<file path="src/rtl/nibble_serial_comparator.sv">
// Serial magnitude comparator: one 4-bit nibble per clock, LSB nibble first, via a G/L/E cascade.
// Latency: start accepted at edge k -> done pulse in the cycle after edge k+N (N = WIDTH/4).
// Backpressure: none; start is taken only in IDLE, and a start while busy is dropped without queueing.
//
// Ports:
//   clk    - single clock, all state changes on the rising edge
//   rst_n  - synchronous active-low reset; wins over everything, including a compare in flight
//   start  - compare request, accepted only while idle
//   a, b   - WIDTH-bit unsigned operands, captured on the accepting edge only
//   busy   - high while running and during the done cycle
//   done   - one-cycle pulse; gt/lt/eq carry the new result from this cycle on
//   gt/lt/eq - registered result; holds until the next done
module nibble_serial_comparator #(
    parameter int WIDTH = 16
) (
    input  logic             clk,
    input  logic             rst_n,
    input  logic             start,
    input  logic [WIDTH-1:0] a,
    input  logic [WIDTH-1:0] b,
    output logic             busy,
    output logic             done,
    output logic             gt,
    output logic             lt,
    output logic             eq
);

    localparam int N    = WIDTH / 4;
    localparam int IDXW = $clog2(N);
    localparam logic [IDXW-1:0] LASTIDX = IDXW'(N - 1);

    typedef enum logic [1:0] {
        StIdle,
        StRun,
        StDone
    } state_t;

    state_t           state;
    logic [IDXW-1:0]  idx;
    logic [WIDTH-1:0] shadowA;
    logic [WIDTH-1:0] shadowB;
    logic             casG;
    logic             casL;
    logic             casE;

    logic [3:0] nibA;
    logic [3:0] nibB;
    logic       nextG;
    logic       nextL;
    logic       nextE;

    // The shadow registers shift right each RUN cycle, so the nibble under
    // comparison is always in the low 4 bits; idx only counts nibbles.
    always_comb begin
        nibA  = shadowA[3:0];
        nibB  = shadowB[3:0];
        nextG = (nibA > nibB) | ((nibA == nibB) & casG);
        nextL = (nibA < nibB) | ((nibA == nibB) & casL);
        nextE = (nibA == nibB) & casE;
    end

    always_ff @(posedge clk) begin
        if (!rst_n) begin
            state   <= StIdle;
            idx     <= '0;
            shadowA <= '0;
            shadowB <= '0;
            casG    <= 1'b0;
            casL    <= 1'b0;
            casE    <= 1'b1;
            busy    <= 1'b0;
            done    <= 1'b0;
            gt      <= 1'b0;
            lt      <= 1'b0;
            eq      <= 1'b0;
        end else begin
            case (state)
                StIdle: begin
                    done <= 1'b0;
                    if (start) begin
                        shadowA <= a;
                        shadowB <= b;
                        idx     <= '0;
                        casG    <= 1'b0;
                        casL    <= 1'b0;
                        casE    <= 1'b1;
                        busy    <= 1'b1;
                        state   <= StRun;
                    end
                end
                StRun: begin
                    casG    <= nextG;
                    casL    <= nextL;
                    casE    <= nextE;
                    shadowA <= shadowA >> 4;
                    shadowB <= shadowB >> 4;
                    if (idx == LASTIDX) begin
                        // Final nibble: publish the cascade straight to the
                        // outputs so they never show partial values.
                        gt    <= nextG;
                        lt    <= nextL;
                        eq    <= nextE;
                        done  <= 1'b1;
                        idx   <= '0;
                        state <= StDone;
                    end else begin
                        idx <= idx + IDXW'(1);
                    end
                end
                StDone: begin
                    done  <= 1'b0;
                    busy  <= 1'b0;
                    state <= StIdle;
                end
                default: begin
                    done  <= 1'b0;
                    busy  <= 1'b0;
                    state <= StIdle;
                end
            endcase
        end
    end

endmodule

</file>
<file path="config.mk">
export PLATFORM = sky130hd
export DESIGN_NAME = nibble_serial_comparator
export DESIGN_NICKNAME = d
export VERILOG_FILES = /design/src/rtl/nibble_serial_comparator.sv
export SDC_FILE = /design/constraint.sdc
export NUM_CORES = 1
export LEC_CHECK = 0
export BUFFER_PORTS_ARGS = -buffer_cell sky130_fd_sc_hd__buf_2
export CORE_ASPECT_RATIO = 1.75
export CORE_UTILIZATION = 55
export CTS_BUF_LIST = sky130_fd_sc_hd__clkbuf_2 sky130_fd_sc_hd__clkbuf_4 sky130_fd_sc_hd__clkbuf_8
export DETAILED_ROUTE_END_ITERATION = 10
export PLACE_DENSITY = 0.88
export SYNTH_ARGS = -nofsm -noshare
export SYNTH_HDL_FRONTEND = slang
export SYNTH_SLANG_ARGS = --single-unit
export TNS_END_PERCENT = 50
</file>
<file path="constraint.sdc">
create_clock -name clk -period 2.6 [get_ports clk]
set_input_delay 0.39 -clock clk [delete_from_list [all_inputs] [get_ports clk]]
set_output_delay 0.39 -clock clk [all_outputs]
set_load 0.1 [all_outputs]
</file>
## After elaboration in Yosys (flattened, before gate mapping)

Cells that the tools add are included.

| storage, ports and cells | value |
|---|---|
| memory bits (read-only) | 0 |
| bits in latches | 0 |
| bits in registers | 44 |
| RAM bits | 0 |
| memories | 0 |

| operators by class | value |
|---|---|
| $mul | 0 |
| bitwise operators | 6 |
| reductions and logical operators | 7 |
| multiplexer cells | 16 |
| divide/modulo/power cells | 0 |
| equality and inequality tests | 5 |
| shift-type cells | 0 |
| add/subtract/negate cells | 1 |
| $lt $le $gt $ge | 2 |

Operators by type and width:

| kind | count |
|---|---|
| 16-bit case mux with 2 select lines | 2 |
| 16-bit two-way mux | 2 |
| 2-bit AND reduction | 5 |
| 2-bit two-way mux | 4 |
| 1-bit case mux with 2 select lines | 4 |
| 2-bit case mux with 2 select lines | 2 |
| 4-bit == test | 1 |
| 4-bit > comparator | 1 |
| 4-bit < comparator | 1 |
| 2-bit != test (second input constant) | 2 |
| 1-bit bitwise AND | 3 |
| 2-bit by 1-bit adder with 2-bit output (second input constant) | 1 |
| 2-bit by 1-bit == test with 1-bit output (second input constant) | 1 |
| 2-bit == test (second input constant) | 1 |
| 2-bit zero test | 1 |
| 1-bit two-way mux | 2 |
| 1-bit bitwise OR | 2 |
| 2-bit nonzero test | 1 |
| 1-bit inverter | 1 |

## Longest topological paths before layout

Gate-level depths: netlist of the first run.

| depth | value |
|---|---|
| depth in word-level cells | 4 |
| mapped depth | 7 |

## Worst setup path before layout of the first run

Ideal clock, no wire load.

| path | value |
|---|---|
| path type | flip-flop to flip-flop |
| start | register shadowB[3] |
| end | register casE |
| setup slack | 1206 ps |
| path buffers | 1 |
| data required time | 2470 ps |
| setup time | 130 ps |
| stages on the path, launching flop included | 8 |
| clock period less this slack | 1394 ps |
| arrival | 1265 ps |
| path through | dfxtp_1 -> inv_1 -> ha_1 -> and4_1 -> clkbuf_1 -> o21ai_0 -> o2bb2ai_1 -> nand2_1 |

| between the ends | value |
|---|---|
| cells in the longest elaborated chain, start to end | 3 |

Ends and longest elaborated chain:

| what | RTL line | source |
|---|---|---|
| start: declaration | 41 | `logic [WIDTH-1:0] shadowB;` |
| start signal: assignment | 96 | `shadowB <= shadowB >> 4;` |
| 4-bit == test | 59 | `nextE = (nibA == nibB) & casE;` |
| 1-bit bitwise AND | 59 |  |
| 1-bit case mux with 2 select lines | 77 | `case (state)` |
| end signal: assignment | 94 | `casE <= nextE;` |
| end: declaration | 44 | `logic casE;` |

No other way between the ends.
A chain may end at the register's enable or synchronous reset.

## Worst setup path after layout of the first run

| path | value |
|---|---|
| start | register state[0] |
| end | register casG |

| between the ends | value |
|---|---|
| cells in the longest elaborated chain, start to end | 3 |

Ends and longest elaborated chain:

| what | RTL line | source |
|---|---|---|
| start: declaration | 38 | `state_t state;` |
| start signal: assignment | 64 | `state <= StIdle;` |
| start signal: assignment | 88 | `state <= StRun;` |
| start signal: assignment | 105 | `state <= StDone;` |
| 2-bit by 1-bit == test with 1-bit output or 2-bit zero test (tied branches) | 77 |  |
| 2-bit nonzero test (no line) or 2-bit != test (tied branches) | n/a |  |
| 2-bit AND reduction (no line) | n/a |  |
| end signal: assignment | 92 | `casG <= nextG;` |
| end: declaration | 42 | `logic casG;` |

Parallel ways exist; a longest one is shown, timed or not.

==> results by stage, run 1 <==
Power and ir drop:
- In this run the power spent charging and discharging nets is 0.000378 W.
- The sequential share of power is 52.3%.
- The internal portion of the total power is 0.00105 W.
- Per report_power, the combinational group accounts for 15.8% of the total.
- After layout, the design draws a total of 0.00143 W.
- The share of total power consumed by net switching is 26.4%.
- The analysis attributes to cell leakage a power of 1.18 nW.
- In this run the power density over the cells is 618 nW/um2.
- VDD sags by at most 0.506 mV.
- The clock share of power is 31.8%.

Timing:
- Adding up every negative setup slack in the final design gives 0 ns.
- The count of endpoints failing hold in the final timing report came to 0.
- The share of the clock period used by the worst path after layout is 74.5%.
- Setup violations remaining at the end of the flow were counted as 0.
- The fmax is 516 MHz.
- The pin slew with the least headroom to its limit is 0.981 ns.
- The number of pins exceeding their max-slew limit in the final report is 0.
- The final worst clock skew is 0.00514 ns.
- The shortest period the worst path allows is 1.94 ns.
- The tightest slew margin relative to the limit is 34.6%.
- Setup repair after global routing left no endpoint under its margin.

Flow run:
- The max capacitance violation total is 0.

Logic synthesis:
- The mean post-synth cell area is 8.14 um2.
- The post-synthesis sequential element count is 44.
- The synthesized instance count is 251.
- The count of different cell masters after synthesis is 31.
- The sequential-to-total area share from yosys stat is 43.1%.
- Summing every instance area after synthesis gives 2040 um2.
- During synthesis, Yosys emitted a total of 0 warnings.
- The net count after synthesis is 291.

Die:
- For this configuration, the core starts out at a cell density of 56.8%.
- The number of top-level pins is 40.
- The area of the die is 3970 um2.
- Measured along the y axis, the die boundary spans 82.6 um.
- The horizontal die dimension is 48.1 um.
- After floorplanning, the core was divided into 29 placement rows.
- The core area is 3590 um2.

Status:
- The run finished with clean final reports.

CTS:
- In this run the post-CTS setup repair buffer count came out at 0.
- Clock tree synthesis inserted a total of 5 buffers.
- After clock tree synthesis, the flow added hold-fix buffers numbering 0.
- Counting every sink on the clock net gives 44.
- The master cell of the clock root buffer is clkbuf_8.
- The H-tree was split into 2 levels.
- The clock tree from TritonCTS is done.
- Post-CTS repair changed the size of 0 cells.
- The clock reaches the later pin of the worst-skew pair after 0.30 ns.
- Counting along the longest clock path gives a buffer depth of 2.
- After clock tree synthesis, the clock-pin slew on the worst setup and hold paths is 0.08 ns.

Detailed routing:
- After detailed routing, the average wire length per cell comes to 13.0 um.
- The post-route antenna net violation count is 0.
- The routed design has 4250 um of wire.
- After detailed routing, the number of remaining DRC violations is 0.
- The final route contains 1,823 vias.
- The first-pass detailed-route iteration total is 6.
- The number of DRC markers in iteration 0 is 43.
- The routed via count divided by cell count is 5.57.

Cells and area:
- The post-layout net count is 320.
- The number of fill cells is 317.
- 0 antenna diodes ended up in the layout.
- The fraction of final layout cells with drive strength greater than 1 is 19.2%.
- The finished cells cover 2310 um2.
- The most common library cell in the layout ignoring fill and taps is nand2_1.
- The library cells used most frequently in the layout, excluding fill and tap cells, are nand2_1 (66), dfxtp_1 (44), buf_2 (39), nand3_1 (25), o211a_1 (20).
- Compared with the post-synthesis result, the final layout area differs by 13.4%.

Worst setup path:
- The minimum setup slack among reg-to-reg paths is 0.66 ns.
- The source of the worst register-to-register timing path is state[0].
- The critical path goes through and2b_1 -> nand2_1 -> nor2_1 -> o2bb2ai_1.
- The highest fanout seen on the critical path is 30.
- The endpoint of the worst register-to-register path is casG.
- The type of element launching the critical path is a flop.
- The worst-path cell with the longest stage delay is and2b_1.
- The category of the worst setup path capture point is a flop.
- For the worst setup path, the data required time is 2.83 ns.
- The stage delay of the slowest cell on the critical path is 0.83 ns.
- The signal arrival time at the worst endpoint is 2.17 ns.
- The depth of the most critical reg-to-reg path is 4.
- The startpoint-to-endpoint class of the critical path is flop to flop.

Placement:
- The detailed placement HPWL is 2950 um.
- Once placement finished, the instance area stood at 2220 um2.
- During placement, the flow inserted port buffers numbering 39.
- The weighted congestion at the end of routability-driven global placement is 0.737.

GRT:
- The total routing usage reported by global routing is 25.0%.
- Global routing finished with a remaining overflow of 0.
- Entering global routing, the biggest net connects 46 pins.
- The number of antenna violations at the first check in global routing is 0.
- The number of global-route vias before repair is 1,697.
- The first global-routing pass estimated 7000 um of wire.

Min path:
- The destination of the worst hold path is shadowA[14].
- The number of cells on the worst hold path is 3.
- The startpoint of the tightest hold check path is a[14].
- The min-delay analysis places its worst path in the category input port to flop.
## how the worst max path moves through the flow
stage	from	endpoint	slack [ns]
final	state[0]	casG	0.66
after global routing	state[0]	casG	0.44
after CTS	state[0]	casG	0.69
after detailed placement	state[0]	casG	0.71
after global placement	state[1]	casG	0.80
after floorplan	shadowB[3]	casE	1.21
## cell usage after synthesis
library cell	count	area, um2
nand2_1	66	248
dfxtp_1	44	881
nand3_1	25	125
o211a_1	20	200
a21oi_1	11	55.1
buf_2	11	55.1
nor2b_1	9	56.3
o21ai_0	8	40.0
and2_1	6	37.5
and3_1	6	37.5
clkbuf_1	6	22.5
inv_1	6	22.5
ha_1	5	62.6
nor2_1	5	18.8
a22oi_1	4	30.0
buf_4	2	15.0
o22ai_1	2	12.5
o2bb2ai_1	2	17.5
a21boi_0	1	7.51
a31o_1	1	8.76
and2b_1	1	7.51
and3b_1	1	8.76
and4_1	1	8.76
nand2_2	1	6.26
nand2b_1	1	6.26
nor2_2	1	6.26
nor2_4	1	11.3
nor2b_2	1	8.76
nor3b_1	1	7.51
o221a_2	1	11.3
or2_0	1	6.26
## critical path, delay by kind of cell, from the launching register on
| kind | cells | cell delay (ns) |
|---|---|---|
| and+or+nand+nor | 3 | 1.20 |
| DFF | 1 | 0.54 |
| AOI/OAI and AO/OA | 1 | 0.12 |
## power by group through the flow
stage | Sequential (W) | Clock [W] | Combinational, W
final | 0.000749 | 0.000456 | 0.000226
after floorplan | 0.000764 | 0 | 0.000162
after global routing | 0.000754 | 0.000491 | 0.000256
after CTS | 0.000748 | 0.000467 | 0.000227
after global placement | 0.000762 | 0 | 0.000216
after detailed placement | 0.000764 | 0 | 0.000225
## per-layer routing
layer | up-vias | global-route usage (%) | wire length (um)
met5 | - | 0 | 0
li1 | 913 | - | -
met3 | 9 | 4.13 | 168
met2 | 52 | 43.9 | 2240
met4 | 0 | 15.0 | 97
met1 | 849 | 26.0 | 1740
## registers in the layout, summed over array words and instances (netlist names)
signal / count
gt: 1
lt: 1
shadowB: 16
eq: 1
done: 1
casL: 1
casE: 1
state: 2
casG: 1
idx: 2
busy: 1
shadowA: 16
## logic make-up after synthesis
kind of cell,synth area share [%]
AOI/OAI and AO/OA,18.8
and+or+nand+nor,29.4
adders and majority gates,3.06
buffers and inverters,5.64
DFF,43.1
## cell type report
| class | count | area [um2] | area share [%] |
|---|---|---|---|
| Tap cell | 46 | 57.6 | 2.49 |
| Clock buffer | 8 | 97.6 | 4.22 |
| Multi-Input combinational cell | 182 | 1050 | 45.2 |
| Timing Repair Buffer | 41 | 210 | 9.08 |
| Sequential cell | 44 | 881 | 38.1 |
| Inverter | 6 | 22.5 | 0.973 |
## stage by stage
step | hold slack (ns) | worst slack [ns] | instances | util (%)
detailed placement | 0.459 | 0.713 | 319 | 61.7
global route | 0.387 | 0.441 | 327 | 64.4
finish | 0.368 | 0.662 | 327 | 64.4
CTS | 0.364 | 0.686 | 327 | 64.4
global placement | 0.450 | 0.804 | 319 | 61.7
floorplan | 0.436 | 1.21 | 251 | -
No activity file was read; power rests on OpenSTA's default activity.
==> run 2: changes to the inputs <==
- clock period: 2.6 -> 1.8 ns (I/O delays scaled with it)
==> results by stage, run 2 (same netlist as run 1, synthesis figures left out) <==
CTS:
- The register clock-pin slew on the reported worst setup and hold paths is 0.09 ns (about the same).
- The H-tree depth is 2 (unchanged).
- The clock latency reported for the late side of the worst-skew pair came to 0.30 ns (about the same).
- The clock tree from TritonCTS is done.
- The total of cells resized after clock tree synthesis is 0 (unchanged).
- The clock net sink count is 44 (unchanged).
- The master cell of the clock root buffer is clkbuf_8.
- The maximum buffer depth of the clock tree is 2 (unchanged).
- The buffer count from post-CTS setup fixing is 0 (unchanged).
- The number of CTS-inserted buffers is 5 (unchanged).
- The number of buffers inserted by hold repair at cts came to 0 (unchanged).

GRT:
- The number of antenna violations at the first check in global routing was 0 (unchanged).
- The total routing usage reported by global routing is 24.7% (-0.36 points).
- The overall overflow remaining after global route is 0 (unchanged).
- The global-route wire length before repair is 7010 um (about the same).
- The number of global-route vias before repair is 1,775 (+4.6%).
- The pin count of the biggest net entering global routing was 46 (unchanged).

Power and ir drop:
- The clock share of power is 34.5% (+2.7 points).
- The power density over the cells is 905 nW/um2 (+46%).
- The leakage power total is 1.23 nW (+4.0%).
- The share of total power consumed by net switching is 26.2% (-0.27 points).
- The internal power summed over all cells is 0.00161 W (+52%).
- The power dissipated by switching net loads was 0.000569 W (+50%).
- The proportion of power drawn by combinational gates was 15.8% (about the same).
- The peak ir drop on the vdd network is 1.23 mV (+140%).
- The post-route total power is 0.00217 W (+52%).
- The sequential share of power was 49.7% (-2.6 points).

Die:
- The chip height was 82.6 um (unchanged).
- The number of standard-cell rows in the floorplan was 29 (unchanged).
- The number of top-level pins is 40 (unchanged).
- The horizontal die dimension is 48.1 um (unchanged).
- The effective utilization at floorplan came to 56.8% (unchanged).
- The core area was 3590 um2 (unchanged).
- The area of the die is 3970 um2 (unchanged).

Timing:
- The number of pins exceeding their max-slew limit in the final report is 0 (unchanged).
- The pin slew with the least headroom to its limit is 0.511 ns (-0.470 ns).
- The fmax came to 678 MHz (+31%).
- The final worst clock skew is 0.0102 ns (+0.00505 ns).
- The tightest slew margin relative to the limit is 65.6% (+31 points).
- Setup repair after global routing left no endpoint under its margin.
- The smallest setup slack after layout is 0.325 ns (-0.336 ns).
- The number of setup violations in the final report came to 0 (unchanged).
- The shortest period the worst path allows is 1.47 ns (-0.464 ns).
- The aggregate negative setup slack is 0 ns (unchanged).
- The share of the clock period used by the worst path after layout is 81.9% (+7.4 points).
- The count of endpoints failing hold in the final timing report was 0 (unchanged).

Flow run:
- The max capacitance violation total is 0 (unchanged).

Detailed routing:
- The number of DRC markers in iteration 0 is 48 (+12%).
- The detailed-route wire length came to 4160 um (-2.1%).
- The routed via count divided by cell count was 5.44 (-2.5%).
- The first-pass detailed-route iteration total is 4 (-2).
- The detailed-route wire length per cell came to 12.4 um (-4.4%).
- The number of remaining DRC errors is 0 (unchanged).
- The post-route antenna net violation count came to 0 (unchanged).
- The number of vias in the routed layout came to 1,821 (-0.11%).

Status:
- The run finished with clean final reports.

Worst setup path:
- The minimum setup slack among reg-to-reg paths is 0.33 ns (-0.34 ns).
- The startpoint identified for the worst register-to-register timing path is shadowB[3].
- The type of element launching the critical path is a flop.
- The signal arrival time at the worst endpoint is 1.64 ns (-0.53 ns).
- The highest fanout seen on the critical path is 7 (-77%).
- The depth of the most critical reg-to-reg path is 5 (+1).
- The endpoint of the worst register-to-register path is casL.
- The data required time of the critical path is 1.97 ns (-0.86 ns).
- The setup path with the least slack is of type flop to flop.
- The category of the worst setup path capture point is a flop.

Min path:
- The destination of the worst hold path is shadowA[14].
- The path class of the tightest hold or removal check is input port to flop.
- The number of cells on the worst hold path was 3 (unchanged).
- The startpoint of the tightest hold check path is a[14].

Cells and area:
- The fraction of final layout cells with drive strength greater than 1 is 21.5% (+2.2 points).
- Compared with the post-synthesis result, the final layout area differs by 17.6%.
- The largest registers in the layout are shadowA x16, shadowB x16.
- The top cell types in the final layout, fill and taps aside, are nand2_1 (66), dfxtp_1 (44), buf_2 (39), nand3_1 (25), o211a_1 (20).
- The number of inserted diodes was 0 (unchanged).
- The post-layout net count came to 328 (+2.5%).
- The number of fill cells is 282 (-11%).
- The library cell used most frequently in the layout, excluding fill and tap cells, is nand2_1.

Placement:
- The detailed placement HPWL was 2990 um (+1.3%).
- The worst setup slack before clock tree synthesis is 0.370 ns (-0.343 ns).
- The weighted congestion at the end of routability-driven global placement came to 0.761 (+3.3%).
- The port buffer count is 39 (unchanged).
## run 2: power by group through the flow
stage | Sequential, W | Combinational, W | Clock [W]
after floorplan | 0.00110 | 0.000234 | 0
after global placement | 0.00110 | 0.000331 | 0
after detailed placement | 0.00110 | 0.000340 | 0
after CTS | 0.00108 | 0.000345 | 0.000761
after global routing | 0.00109 | 0.000390 | 0.000800
final | 0.00108 | 0.000343 | 0.000751
## run 2: worst max path at each step
stage | slack [ns] | start | end | depth (start not counted)
floorplan | 0.41 | shadowB[3] | casE | 7
global placement | 0.43 | shadowB[3] | casE | 6
detailed placement | 0.37 | shadowB[3] | casE | 6
CTS | 0.35 | shadowB[3] | casE | 6
global route | 0.17 | shadowB[3] | casE | 6
finish | 0.33 | shadowB[3] | casL | 5
## run 2: cell type report
cell class,count,area [um2],share of cell area [%]
clock inverter,3,42.5,1.77
clock buffer,5,68.8,2.87
multi-input combinational,182,1050,43.6
timing repair buffer,49,283,11.8
tap,46,57.6,2.40
inverter,6,22.5,0.938
sequential,44,881,36.7
## run 2: routing by layer
layer  GRT usage (%)  vias to the layer above  wire [um]
met5               0                        -          0
met4            12.8                        0        110
met3            6.09                       12        136
met2            43.5                       43       2170
met1            25.1                      838       1740
li1                -                      928          -
## run 2: critical path, cell delays in order (launching register included)
cell and delay (ns):
dfxtp_1 0.34, inv_1 0.05, ha_1 0.30, and4_1 0.28
a21oi_1 0.25, o22ai_1 0.12
## run 2: through the flow
step | hold WS, ns | instance area (um2) | utilization (%) | instances
6_report | 0.240 | 2400 | 66.8 | 335
5_1_grt | 0.263 | 2400 | 66.8 | 335
4_1_cts | 0.235 | 2400 | 66.8 | 335
3_5_place_dp | 0.458 | 2290 | 63.7 | 327
3_3_place_gp | 0.445 | 2290 | 63.7 | 327
2_1_floorplan | 0.436 | 2040 | - | 251
==> run 3: changes to the inputs <==
- CORE_UTILIZATION: 55 -> 51
- PLACE_DENSITY: 0.88 -> 0.86
- clock period: 1.8 -> 1.3 ns (I/O delays scaled with it)
==> results by stage, run 3 (same netlist as run 1, synthesis figures left out) <==
Worst setup path:
- The category of the worst setup path capture point is a flop.
- The signal arrival time at the worst endpoint is 1.61 ns (-0.03 ns).
- STA classifies the critical path startpoint as a flop.
- The data required time of the critical path came to 1.55 ns (-0.42 ns).
- The startpoint-to-endpoint class of the critical path is flop to flop.
- The highest fanout seen on the critical path is 7 (unchanged).

Timing:
- The share of the clock period used by the worst path after layout is 105% (+23 points).
- The number of pins exceeding their max-slew limit in the final report was 0 (unchanged).
- The final worst clock skew is 0.00676 ns (-0.00343 ns).
- The smallest setup slack after layout is -0.0663 ns (-0.392 ns).
- The number of setup violations in the final report came to 2 (+2).
- The fmax came to 732 MHz (+7.9%).
- The tightest slew margin relative to the limit is 67.7% (+2.2 points).
- The final-layout worst hold slack came to 0.156 ns (-0.0840 ns).
- The pin slew with the least headroom to its limit is 0.487 ns (-0.0237 ns).
- The count of endpoints failing hold in the final timing report is 0 (unchanged).
- The shortest period the worst path allows was 1.37 ns (-0.108 ns).
- Setup repair after global routing could not meet its margin everywhere.
- The aggregate negative setup slack is -0.0776 ns (-0.0776 ns).

Power and ir drop:
- The post-route total power is 0.00313 W (+44%).
- The proportion of power drawn by combinational gates came to 17.9% (+2.1 points).
- The peak ir drop on the vdd network came to 0.791 mV (-36%).
- The internal power summed over all cells came to 0.00230 W (+43%).
- The sequential share of power is 48.2% (-1.5 points).
- The power dissipated by switching net loads is 0.000827 W (+45%).
- The leakage power total is 1.29 nW (+4.9%).
- The clock share of power came to 33.9% (-0.6 points).
- The share of total power consumed by net switching is 26.5% (+0.31 points).
- The power density over the cells is 1220 nW/um2 (+35%).

Placement:
- The weighted congestion at the end of routability-driven global placement is 0.815 (+7.1%).
- The count of placed standard cells including taps was 336 (+2.8%).
- The port buffer count was 39 (unchanged).
- The detailed placement HPWL was 3260 um (+9.3%).

CTS:
- The clock tree from TritonCTS is done.
- The maximum buffer depth of the clock tree is 2 (unchanged).
- The master cell of the clock root buffer is clkbuf_8.
- The clock latency reported for the late side of the worst-skew pair is 0.30 ns (about the same).
- The buffer count from post-CTS setup fixing is 0 (unchanged).
- The H-tree depth is 2 (unchanged).
- The number of CTS-inserted buffers was 5 (unchanged).
- The register clock-pin slew on the reported worst setup and hold paths is 0.08 ns (about the same).
- The clock net sink count is 44 (unchanged).

Detailed routing:
- The number of remaining DRC errors is 0 (unchanged).
- The detailed-route wire length is 4930 um (+19%).
- The number of DRC markers in iteration 0 is 65 (+35%).
- The number of vias in the routed layout came to 1,903 (+4.5%).
- The routed via count divided by cell count was 5.53 (+1.8%).
- The detailed-route wire length per cell came to 14.3 um (+16%).
- The first-pass detailed-route iteration total is 4 (unchanged).
- The post-route antenna net violation count is 0 (unchanged).

Die:
- The horizontal die dimension is 49.8 um (+3.7%).
- The number of top-level pins is 40 (unchanged).
- The core area is 3870 um2 (+7.6%).
- The effective utilization at floorplan is 52.8% (-4.0 points).
- The chip height is 85.7 um (+3.8%).
- The area of the die is 4270 um2 (+7.6%).
- The number of standard-cell rows in the floorplan came to 30 (+3.4%).

Cells and area:
- The core utilization of the finished layout is 66.0% (-0.85 points).
- The most common library cell in the layout ignoring fill and taps is nand2_1.
- The fraction of final layout cells with drive strength greater than 1 is 29.1% (+7.6 points).
- The non-filler instance count after layout is 344 (+2.7%).
- In the final layout, the registers with the most flip-flops are shadowA x16, shadowB x16.
- The relative area change from synthesis to final layout is 24.9%.
- The number of inserted diodes was 0 (unchanged).
- The post-layout net count is 335 (+2.1%).
- In the layout the commonest cells are nand2_1 (66), buf_2 (39), dfxtp_1 (37), nand3_1 (25), o211a_1 (20).

GRT:
- The number of antenna violations at the first check in global routing came to 0 (unchanged).
- The number of global-route vias before repair is 1,814 (+2.2%).
- The pin count of the biggest net entering global routing was 31 (-33%).
- The total routing usage reported by global routing was 24.1% (-0.51 points).
- The global-route wire length before repair is 7800 um (+11%).
- The overall overflow remaining after global route is 0 (unchanged).

Status:
- The run finished, with violations left.
- The checks that failed: setup timing.

Min path:
- The class of the worst hold path is input port to flop.

Flow run:
- The max capacitance violation total came to 0 (unchanged).
==> run 3: cell count changes in the layout (fill, tap and decap cells not counted), moves of 3 or more <==
cell,previous run,this run
dfxtp_1,44,37
dfxtp_2,0,7
buf_4,9,13
ha_1,5,2
ha_4,0,3
==> run 3: worst paths after layout <==
check	endpoint	startpoint	slack [ns]	depth (start not counted)
worst min register to register	eq	eq	0.45	2
worst max register to register	gt	shadowB[3]	-0.07	6
worst max-delay path	gt	shadowB[3]	-0.07	6
worst min-delay path	shadowA[13]	a[13]	0.16	3
==> run 3: worst max-delay path, cell delays in order (launching register included) <==
cell and delay, ns:
dfxtp_2 0.35, inv_2 0.05, ha_4 0.27, and4_4 0.29
nand2_1 0.09, o22ai_2 0.14, a31o_1 0.11
==> run 3: layout make-up <==
cell class	instances	area (um2)
Clock inverter	2	35.0
Timing Repair Buffer	56	364
Multi-Input combinational cell	182	1100
Tap cell	48	60.1
Inverter	6	22.5
Fill cell	323	1320
Sequential cell	44	890
Clock buffer	6	76.3
==> run 3: per-stage QoR <==
stage,area [um2],setup WS (ns)
3_5_place_dp,2380,-0.0715
6_report,2550,-0.0663
5_1_grt,2550,-0.104
4_1_cts,2500,0.00431
2_1_floorplan,2060,-0.0315
3_3_place_gp,2380,-0.0253
==> run 3: what timing repair did <==
action / in CTS / in global routing
pin swaps: 3 / 6
hold buffers: 0 / 0
setup endpoints to repair: 7 / 10
resized for setup: 6 / 13
hold endpoints to repair: 0 / 0
==> run 3: layer usage <==
| layer | wire [um] | track usage (%) |
|---|---|---|
| met4 | 161 | 14.3 |
| met5 | 0 | 0 |
| met2 | 2670 | 44.0 |
| met3 | 171 | 4.26 |
| met1 | 1930 | 25.0 |
==> run 3: power by group through the flow <==
stage / registers (W) / clock network [W] / logic [W]
after floorplan: 0.00153 / 0 / 0.000331
after global placement: 0.00152 / 0 / 0.000493
after detailed placement: 0.00153 / 0 / 0.000509
after CTS: 0.00150 / 0.00107 / 0.000524
after global routing: 0.00151 / 0.00112 / 0.000615
final: 0.00151 / 0.00106 / 0.000560
